`config.mk`:
```
export PLATFORM = sky130hd
export DESIGN_NAME = sha256_digest_reader
export DESIGN_NICKNAME = d
export VERILOG_FILES = /design/src/rtl/sha256_digest_reader.sv
export SDC_FILE = /design/constraint.sdc
export NUM_CORES = 1
export LEC_CHECK = 0
export BUFFER_PORTS_ARGS = -buffer_cell sky130_fd_sc_hd__buf_2
export CORE_MARGIN = 4
export CORE_UTILIZATION = 40
export CTS_CLUSTER_DIAMETER = 80
export DETAILED_ROUTE_END_ITERATION = 7
export GPL_TIMING_DRIVEN = 1
export SLEW_MARGIN = 5
export SYNTH_ARGS = -nofsm -noshare
export SYNTH_HDL_FRONTEND = slang
export SYNTH_SLANG_ARGS = --single-unit
export TNS_END_PERCENT = 1
```
`constraint.sdc`:
```
create_clock -name clk -period 5.9 [get_ports clk]
set_clock_uncertainty 0.2 [all_clocks]
set_input_delay 0.295 -clock clk [delete_from_list [all_inputs] [get_ports clk]]
set_output_delay 0.295 -clock clk [all_outputs]
set_load 0.03 [all_outputs]
```
`src/rtl/sha256_digest_reader.sv`:
```
// Reads a WORDS x 32-bit digest from a synchronous memory, MSW first,
// and compares it, as one unsigned number, against a latched target.
//
// Ports:
//   clk, reset_n      clock, synchronous active-low reset
//   start             begin an operation (sampled only in IDLE)
//   digest_addr       word address of digest word 0 (MSW)
//   target            unsigned threshold, word 0 in the MS bits
//   mem_clk, mem_we   memory clock (= clk), write enable (always 0)
//   mem_addr          registered read address
//   mem_read_data     read data, valid two edges after its address
//   done              high in IDLE, low while busy
//   result_valid      high from completion until the next start
//   digest            captured words, word 0 in the MS bits
//   below_target      digest < target
//   equal_target      digest == target

module sha256_digest_reader #(
    parameter int WORDS = 8
) (
    input  logic                  clk,
    input  logic                  reset_n,
    input  logic                  start,
    input  logic [15:0]           digest_addr,
    input  logic [32*WORDS-1:0]   target,
    output logic                  mem_clk,
    output logic                  mem_we,
    output logic [15:0]           mem_addr,
    input  logic [31:0]           mem_read_data,
    output logic                  done,
    output logic                  result_valid,
    output logic [32*WORDS-1:0]   digest,
    output logic                  below_target,
    output logic                  equal_target
);

    localparam int DW = 32 * WORDS;

    typedef enum logic [1:0] {
        IDLE,
        FILL,
        READ
    } state_t;

    state_t        state;
    logic [15:0]   base;
    logic [DW-1:0] tgt;
    logic [3:0]    cnt;
    logic          decided;
    logic          lt;

    logic [31:0]   idx;
    logic [31:0]   tgt_word;
    logic          nxt_decided;
    logic          nxt_lt;
    logic          last;
    logic          more;

    assign mem_clk = clk;
    assign mem_we  = 1'b0;

    // Compare the word arriving this cycle against its target word.
    // Only the first unequal word (MSW first) decides the outcome.
    always_comb begin
        idx      = 32'(cnt);
        tgt_word = '0;
        for (int i = 0; i < WORDS; i++) begin
            if (idx == 32'(i)) begin
                tgt_word = tgt[DW-1-32*i -: 32];
            end
        end
        nxt_decided = decided;
        nxt_lt      = lt;
        if (!decided) begin
            if (mem_read_data < tgt_word) begin
                nxt_decided = 1'b1;
                nxt_lt      = 1'b1;
            end else if (mem_read_data > tgt_word) begin
                nxt_decided = 1'b1;
                nxt_lt      = 1'b0;
            end
        end
        // Two reads are already in flight, so the next address
        // to issue is base + idx + 2.
        more = (idx + 32'd2) < 32'(WORDS);
        last = (idx == 32'(WORDS - 1));
    end

    always_ff @(posedge clk) begin
        if (!reset_n) begin
            state        <= IDLE;
            done         <= 1'b1;
            result_valid <= 1'b0;
            below_target <= 1'b0;
            equal_target <= 1'b0;
            mem_addr     <= 16'h0000;
            digest       <= '0;
            cnt          <= 4'd0;
            decided      <= 1'b0;
            lt           <= 1'b0;
            base         <= 16'h0000;
            tgt          <= '0;
        end else begin
            case (state)
                IDLE: begin
                    if (start) begin
                        base         <= digest_addr;
                        tgt          <= target;
                        mem_addr     <= digest_addr;
                        result_valid <= 1'b0;
                        below_target <= 1'b0;
                        equal_target <= 1'b0;
                        decided      <= 1'b0;
                        lt           <= 1'b0;
                        done         <= 1'b0;
                        state        <= FILL;
                    end
                end
                FILL: begin
                    mem_addr <= base + 16'd1;
                    cnt      <= 4'd0;
                    state    <= READ;
                end
                READ: begin
                    for (int i = 0; i < WORDS; i++) begin
                        if (idx == 32'(i)) begin
                            digest[DW-1-32*i -: 32] <= mem_read_data;
                        end
                    end
                    decided <= nxt_decided;
                    lt      <= nxt_lt;
                    if (more) begin
                        mem_addr <= base + idx[15:0] + 16'd2;
                    end
                    if (last) begin
                        below_target <= nxt_lt;
                        equal_target <= ~nxt_decided;
                        result_valid <= 1'b1;
                        done         <= 1'b1;
                        state        <= IDLE;
                    end else begin
                        cnt <= cnt + 4'd1;
                    end
                end
                default: begin
                    state <= IDLE;
                end
            endcase
        end
    end

endmodule

```
Word-level counts from Yosys, hierarchy flattened --
Cells that the tools add are included.
Cells by class: equality and inequality tests 13, reductions and logical operators 20, bitwise logic cells 1, $lt $le $gt $ge 3, multiplexer cells 31, add/sub/neg operators 5
Operators with widths (number):
- $mux W32 | 8
- $pmux W16 S3 | 1
- $gt A32 B32 Y1 | 1
- $logic_not A32 Y1 | 1
- $lt A32 B32 Y1 | 1
- $mux W16 | 2
- $reduce_and A2 Y1 | 12
- $add A16 B1 Y16 const B | 1
- $add A16 B2 Y16 const B | 1
- $add A16 B4 Y16 | 1
- $eq A4 B3 Y1 const B | 4
- $mux W1 | 10
- $pmux W1 S2 | 5
- $eq A4 B2 Y1 const B | 2
- $ne A2 B2 Y1 const B | 4
- $pmux W4 S2 | 1
- $pmux W2 S3 | 1
- $reduce_and A3 Y1 | 2
- $add A4 B2 Y5 const B | 1
- $lt A5 B4 Y1 const B | 1
- $add A4 B1 Y4 const B | 1
- $eq A4 B1 Y1 const B | 1
- $logic_not A4 Y1 | 1
- $mux W2 | 2
- 7 further kinds | 8
Word-level totals: word-level logic and storage cells 92, output and inout port bits 278, input port bits 307, register bits after elaboration 556

Logic depth before layout (Yosys ltp) --
word-level depth 16, mapped depth 17, gate-level depth less buffers 15

==> metrics.md <==
| Metric | Value |
|---|---|
| Effective utilization at floorplan | `about two fifths` |
| Number of input and output port buffers inserted | `~600` |
| Max-cap check violation count | `0` |
| Net count of the finished layout | `approximately 4000` |
| Number of design-rule violations left by the first detailed-router iteration | `1969` |
| Cell mode on critical path | `sky130_fd_sc_hd__o21ai_0` |
| Tightest slew margin relative to the limit | `a little under a fifth` |
| Main flop type after synthesis | `sky130_fd_sc_hd__dfxtp_1` |
| Highest metal layer with signal wires | `met4` |
| Wire length of the first global-routing pass | `approximately 140000 um` |
| Post-Route M1 WL | `39600 um` |
| Largest delay contributor family on the critical path | `simple AND/OR/NAND/NOR gates` |
| Power density of the placed cells | `301 mW/mm^2` |
| Required time of the critical path | `6.37 ns` |
| Vias per cell | `between 5 and 6` |
| Commonest cells after routing, fill and taps aside | `sky130_fd_sc_hd__nand2_1 (1144), sky130_fd_sc_hd__buf_2 (583), sky130_fd_sc_hd__a21oi_1 (570)` |
| Crit-path cells | `inv_1 > ha_2 > nand2_2 > buf_4 > o21ai_0 > a31oi_1 > a221oi_1 > ha_1 > nand4_1 > nor4_1 > nand3_1 > nor3_1 > o311ai_0 > o21ai_0` |
| FF+latch count, synth | `556` |
| Core area | `0.0565 sq mm` |
| TritonCTS clock tree | `yes` |
| Number of global-route vias before repair | `22346` |
| Buf+Inv Stages, Crit Path | `2` |
| Setup repair after global routing missed its margin | `false` |
| Total track usage | `roughly 30%` |
| Class of the most critical setup path | `reg -> reg` |
| Number of warnings printed during yosys synthesis | `0` |
| Kind of path behind the tightest hold check | `in -> reg` |
| Worst Max-Slew Pin Slew | `1.22 ns` |
| Synth Net Count | `~3400` |
| Layout cell share with drive strength beyond 1 | `~19%` |
| Antenna Nets Post-Route | `0` |
| Worst vdd rail ir drop | `0.000207 V` |
| Sequential cell area fraction in the yosys report | `48.6%` |
| Fin. Hold Viols | `0` |
| Placer's final routability congestion estimate | `about 0.94` |
| Worst path arrival time | `5.17 ns` |
| Insertion delay to the later sink of the worst-skew pair | `between 0.7 and 0.8 ns` |
| Total half-perimeter wirelength after legalization and detailed placement | `around 66000 um` |
| Cells after synthesis | `3046` |
| Final Max Slew Viols | `0` |
| Routed len/inst | `approximately 21 um` |
| Overall Power | `about 9.4 mW` |
| Min Clock Period, post-route | `~4.7 ns` |
| Maximum fanout along the worst path | `68` |
| I/O pin total | `slightly below 600` |
| Total DRC errors in the routed layout | `0` |
| Distinct cells, synth | `57` |
| Fmax | `around 210 MHz` |
| Final WL | `96000 um` |
| Maximum number of pins on one net before global-route repair | `roughly 160` |
| Final clock period utilization by the worst path | `between 70% and 80%` |
| Standard-cell row count | `just under 90` |
| Accumulated negative setup slack | `0 ns` |
| Crit path launch type | `flop` |
| EDFF count, synth | `0` |
| Syn Area/Cell | `approximately 7.5 sq um` |
| Die boundary height | `roughly 250 um` |
| Cell area after synthesis | `0.0229 sq mm` |
| Outcome | `completed` |
| Critical Path End Type | `flop` |
| Aggregate global routing overflow | `0` |
| Buffers inserted by post-CTS timing repair | `0` |
| Routed via count | `~24000` |
| Syn-to-layout area delta | `36.4%` |
| First-pass iteration count of the detailed router | `6` |
| Setup-failing EPs final | `0` |
| Die area | `0.0612 sq mm` |
| DIE WIDTH | `about 250 um` |
| FFs w/ async S/R, synth | `0%` |
| Number of antenna violations at the first check in global routing | `3` |
| Worst-path cell with the longest stage delay | `sky130_fd_sc_hd__ha_2` |
| Clock transition at the registers of the reported paths | `0.06 ns` |
| Most common cell after layout, fill and taps aside | `sky130_fd_sc_hd__nand2_1` |
| Leakage power | `12.7 nW` |
| Met3 routed WL | `6950 um` |
| Largest stage delay, worst path | `just over 0.9 ns` |
| WL met2 | `about 45000 um` |
[metal layers]
metal	vias to the layer above	track usage [%]
met5	-	0
met4	0	13.1
met3	206	5.44
met2	998	49.3
met1	11176	37.8
li1	11623	-
[path summary, 6_finish.rpt]
path,startpoint,end,slack (ns),cells past startpoint
min reg2reg,digest[213]$_SDFFE_PN0P_,digest[213]$_SDFFE_PN0P_,0.25,2
max reg2reg,cnt[1]$_SDFFE_PN0P_,lt$_SDFFE_PN0P_,1.20,14
min,target[133],tgt[133]$_SDFFE_PN0P_,0.14,4
max,cnt[1]$_SDFFE_PN0P_,lt$_SDFFE_PN0P_,1.20,14
[per-stage QoR]
| step | utilization, % | worst slack [ns] | instance area, sq um | hold WS [ns] | std cells |
|---|---|---|---|---|---|
| 2_1_floorplan | - | 2.31 | 22900 | 0.227 | 3046 |
| 5_1_grt | 55.3 | 0.537 | 31300 | 0.122 | 4568 |
| 6_report | 55.3 | 1.20 | 31300 | 0.142 | 4568 |
| 4_1_cts | 55.3 | 1.24 | 31200 | 0.0923 | 4565 |
| 3_5_place_dp | 46.0 | 1.26 | 26000 | 0.243 | 4147 |
| 3_3_place_gp | 46.0 | 1.32 | 26000 | 0.239 | 4147 |
[kinds of logic after synthesis]
logic type | Yosys count | share of synthesized area [%]
fa+ha+maj | 50 | 2.76
other cells | 1 | 0.0164
simple gates | 1304 | 22.6
buf+inv | 287 | 5.12
flops | 556 | 48.6
compound gates | 828 | 20.2
xor+xnor | 20 | 0.765
[report_power, final]
part	switching (mW)	total [mW]	internal, mW
Sequential	0.159	4.10	3.94
Combinational	0.741	1.20	0.460
Clock	1.63	4.11	2.48
Total	2.53	9.40	6.87
[flip-flops by register name, summed over array words and instances, names as in the netlist]
name,flops
digest,256
tgt,256
base,16
mem_addr,16
cnt,4
state,2
below_target,1
decided,1
done,1
equal_target,1
lt,1
result_valid,1
[synthesized netlist by cell type, types with 4 or more instances]
cell / count / area share [%]
sky130_fd_sc_hd__clkbuf_1: 200 / 3.3
sky130_fd_sc_hd__nand2_1: 1146 / 19
sky130_fd_sc_hd__xor2_1: 6 / 0.23
sky130_fd_sc_hd__a31oi_1: 32 / 0.87
sky130_fd_sc_hd__a221o_1: 6 / 0.26
sky130_fd_sc_hd__buf_2: 64 / 1.4
sky130_fd_sc_hd__and3_1: 10 / 0.27
sky130_fd_sc_hd__ha_1: 49 / 2.7
sky130_fd_sc_hd__nand4_1: 6 / 0.16
sky130_fd_sc_hd__a21oi_1: 570 / 12
sky130_fd_sc_hd__and2_1: 5 / 0.14
sky130_fd_sc_hd__xnor2_1: 14 / 0.54
sky130_fd_sc_hd__o22ai_1: 4 / 0.11
sky130_fd_sc_hd__a221oi_1: 37 / 1.4
sky130_fd_sc_hd__a21o_1: 4 / 0.13
sky130_fd_sc_hd__a22oi_1: 31 / 1.0
sky130_fd_sc_hd__nor4_1: 8 / 0.22
sky130_fd_sc_hd__o211ai_1: 40 / 1.3
sky130_fd_sc_hd__inv_1: 14 / 0.23
sky130_fd_sc_hd__nor3_1: 16 / 0.35
sky130_fd_sc_hd__nand3_1: 37 / 0.81
sky130_fd_sc_hd__nor2_1: 28 / 0.46
sky130_fd_sc_hd__o21ai_0: 84 / 1.8
sky130_fd_sc_hd__nand2b_1: 30 / 0.82
sky130_fd_sc_hd__buf_1: 5 / 0.082
sky130_fd_sc_hd__dfxtp_1: 556 / 49
sky130_fd_sc_hd__a211oi_1: 4 / 0.13
[worst register-to-register path: cells and delay by family, from the launching register on]
kind	cells	cell delay, ns
AND/OR/NAND/NOR	5	1.58
adder cells (fa/ha/maj)	2	1.13
AO/OA/AOI/OAI	5	0.80
buffers and inverters	2	0.54
flip-flops	1	0.37
[timing repair]
action | in CTS | in global routing
gates resized for setup | 0 | 0
hold buffers | 306 | 0
hold endpoints to repair | 549 | 0
[final cells by class]
cell class | instances | area (sq um)
Multi-Input combinational cell | 2203 | 10700
Fill cell | 5381 | 25200
Antenna cell | 3 | 7.51
Clock buffer | 91 | 1850
Tap cell | 756 | 946
Timing Repair Buffer | 922 | 6270
Sequential cell | 556 | 11100
Clock inverter | 22 | 329
Inverter | 15 | 63.8
No activity file was read; power rests on OpenSTA's default activity.
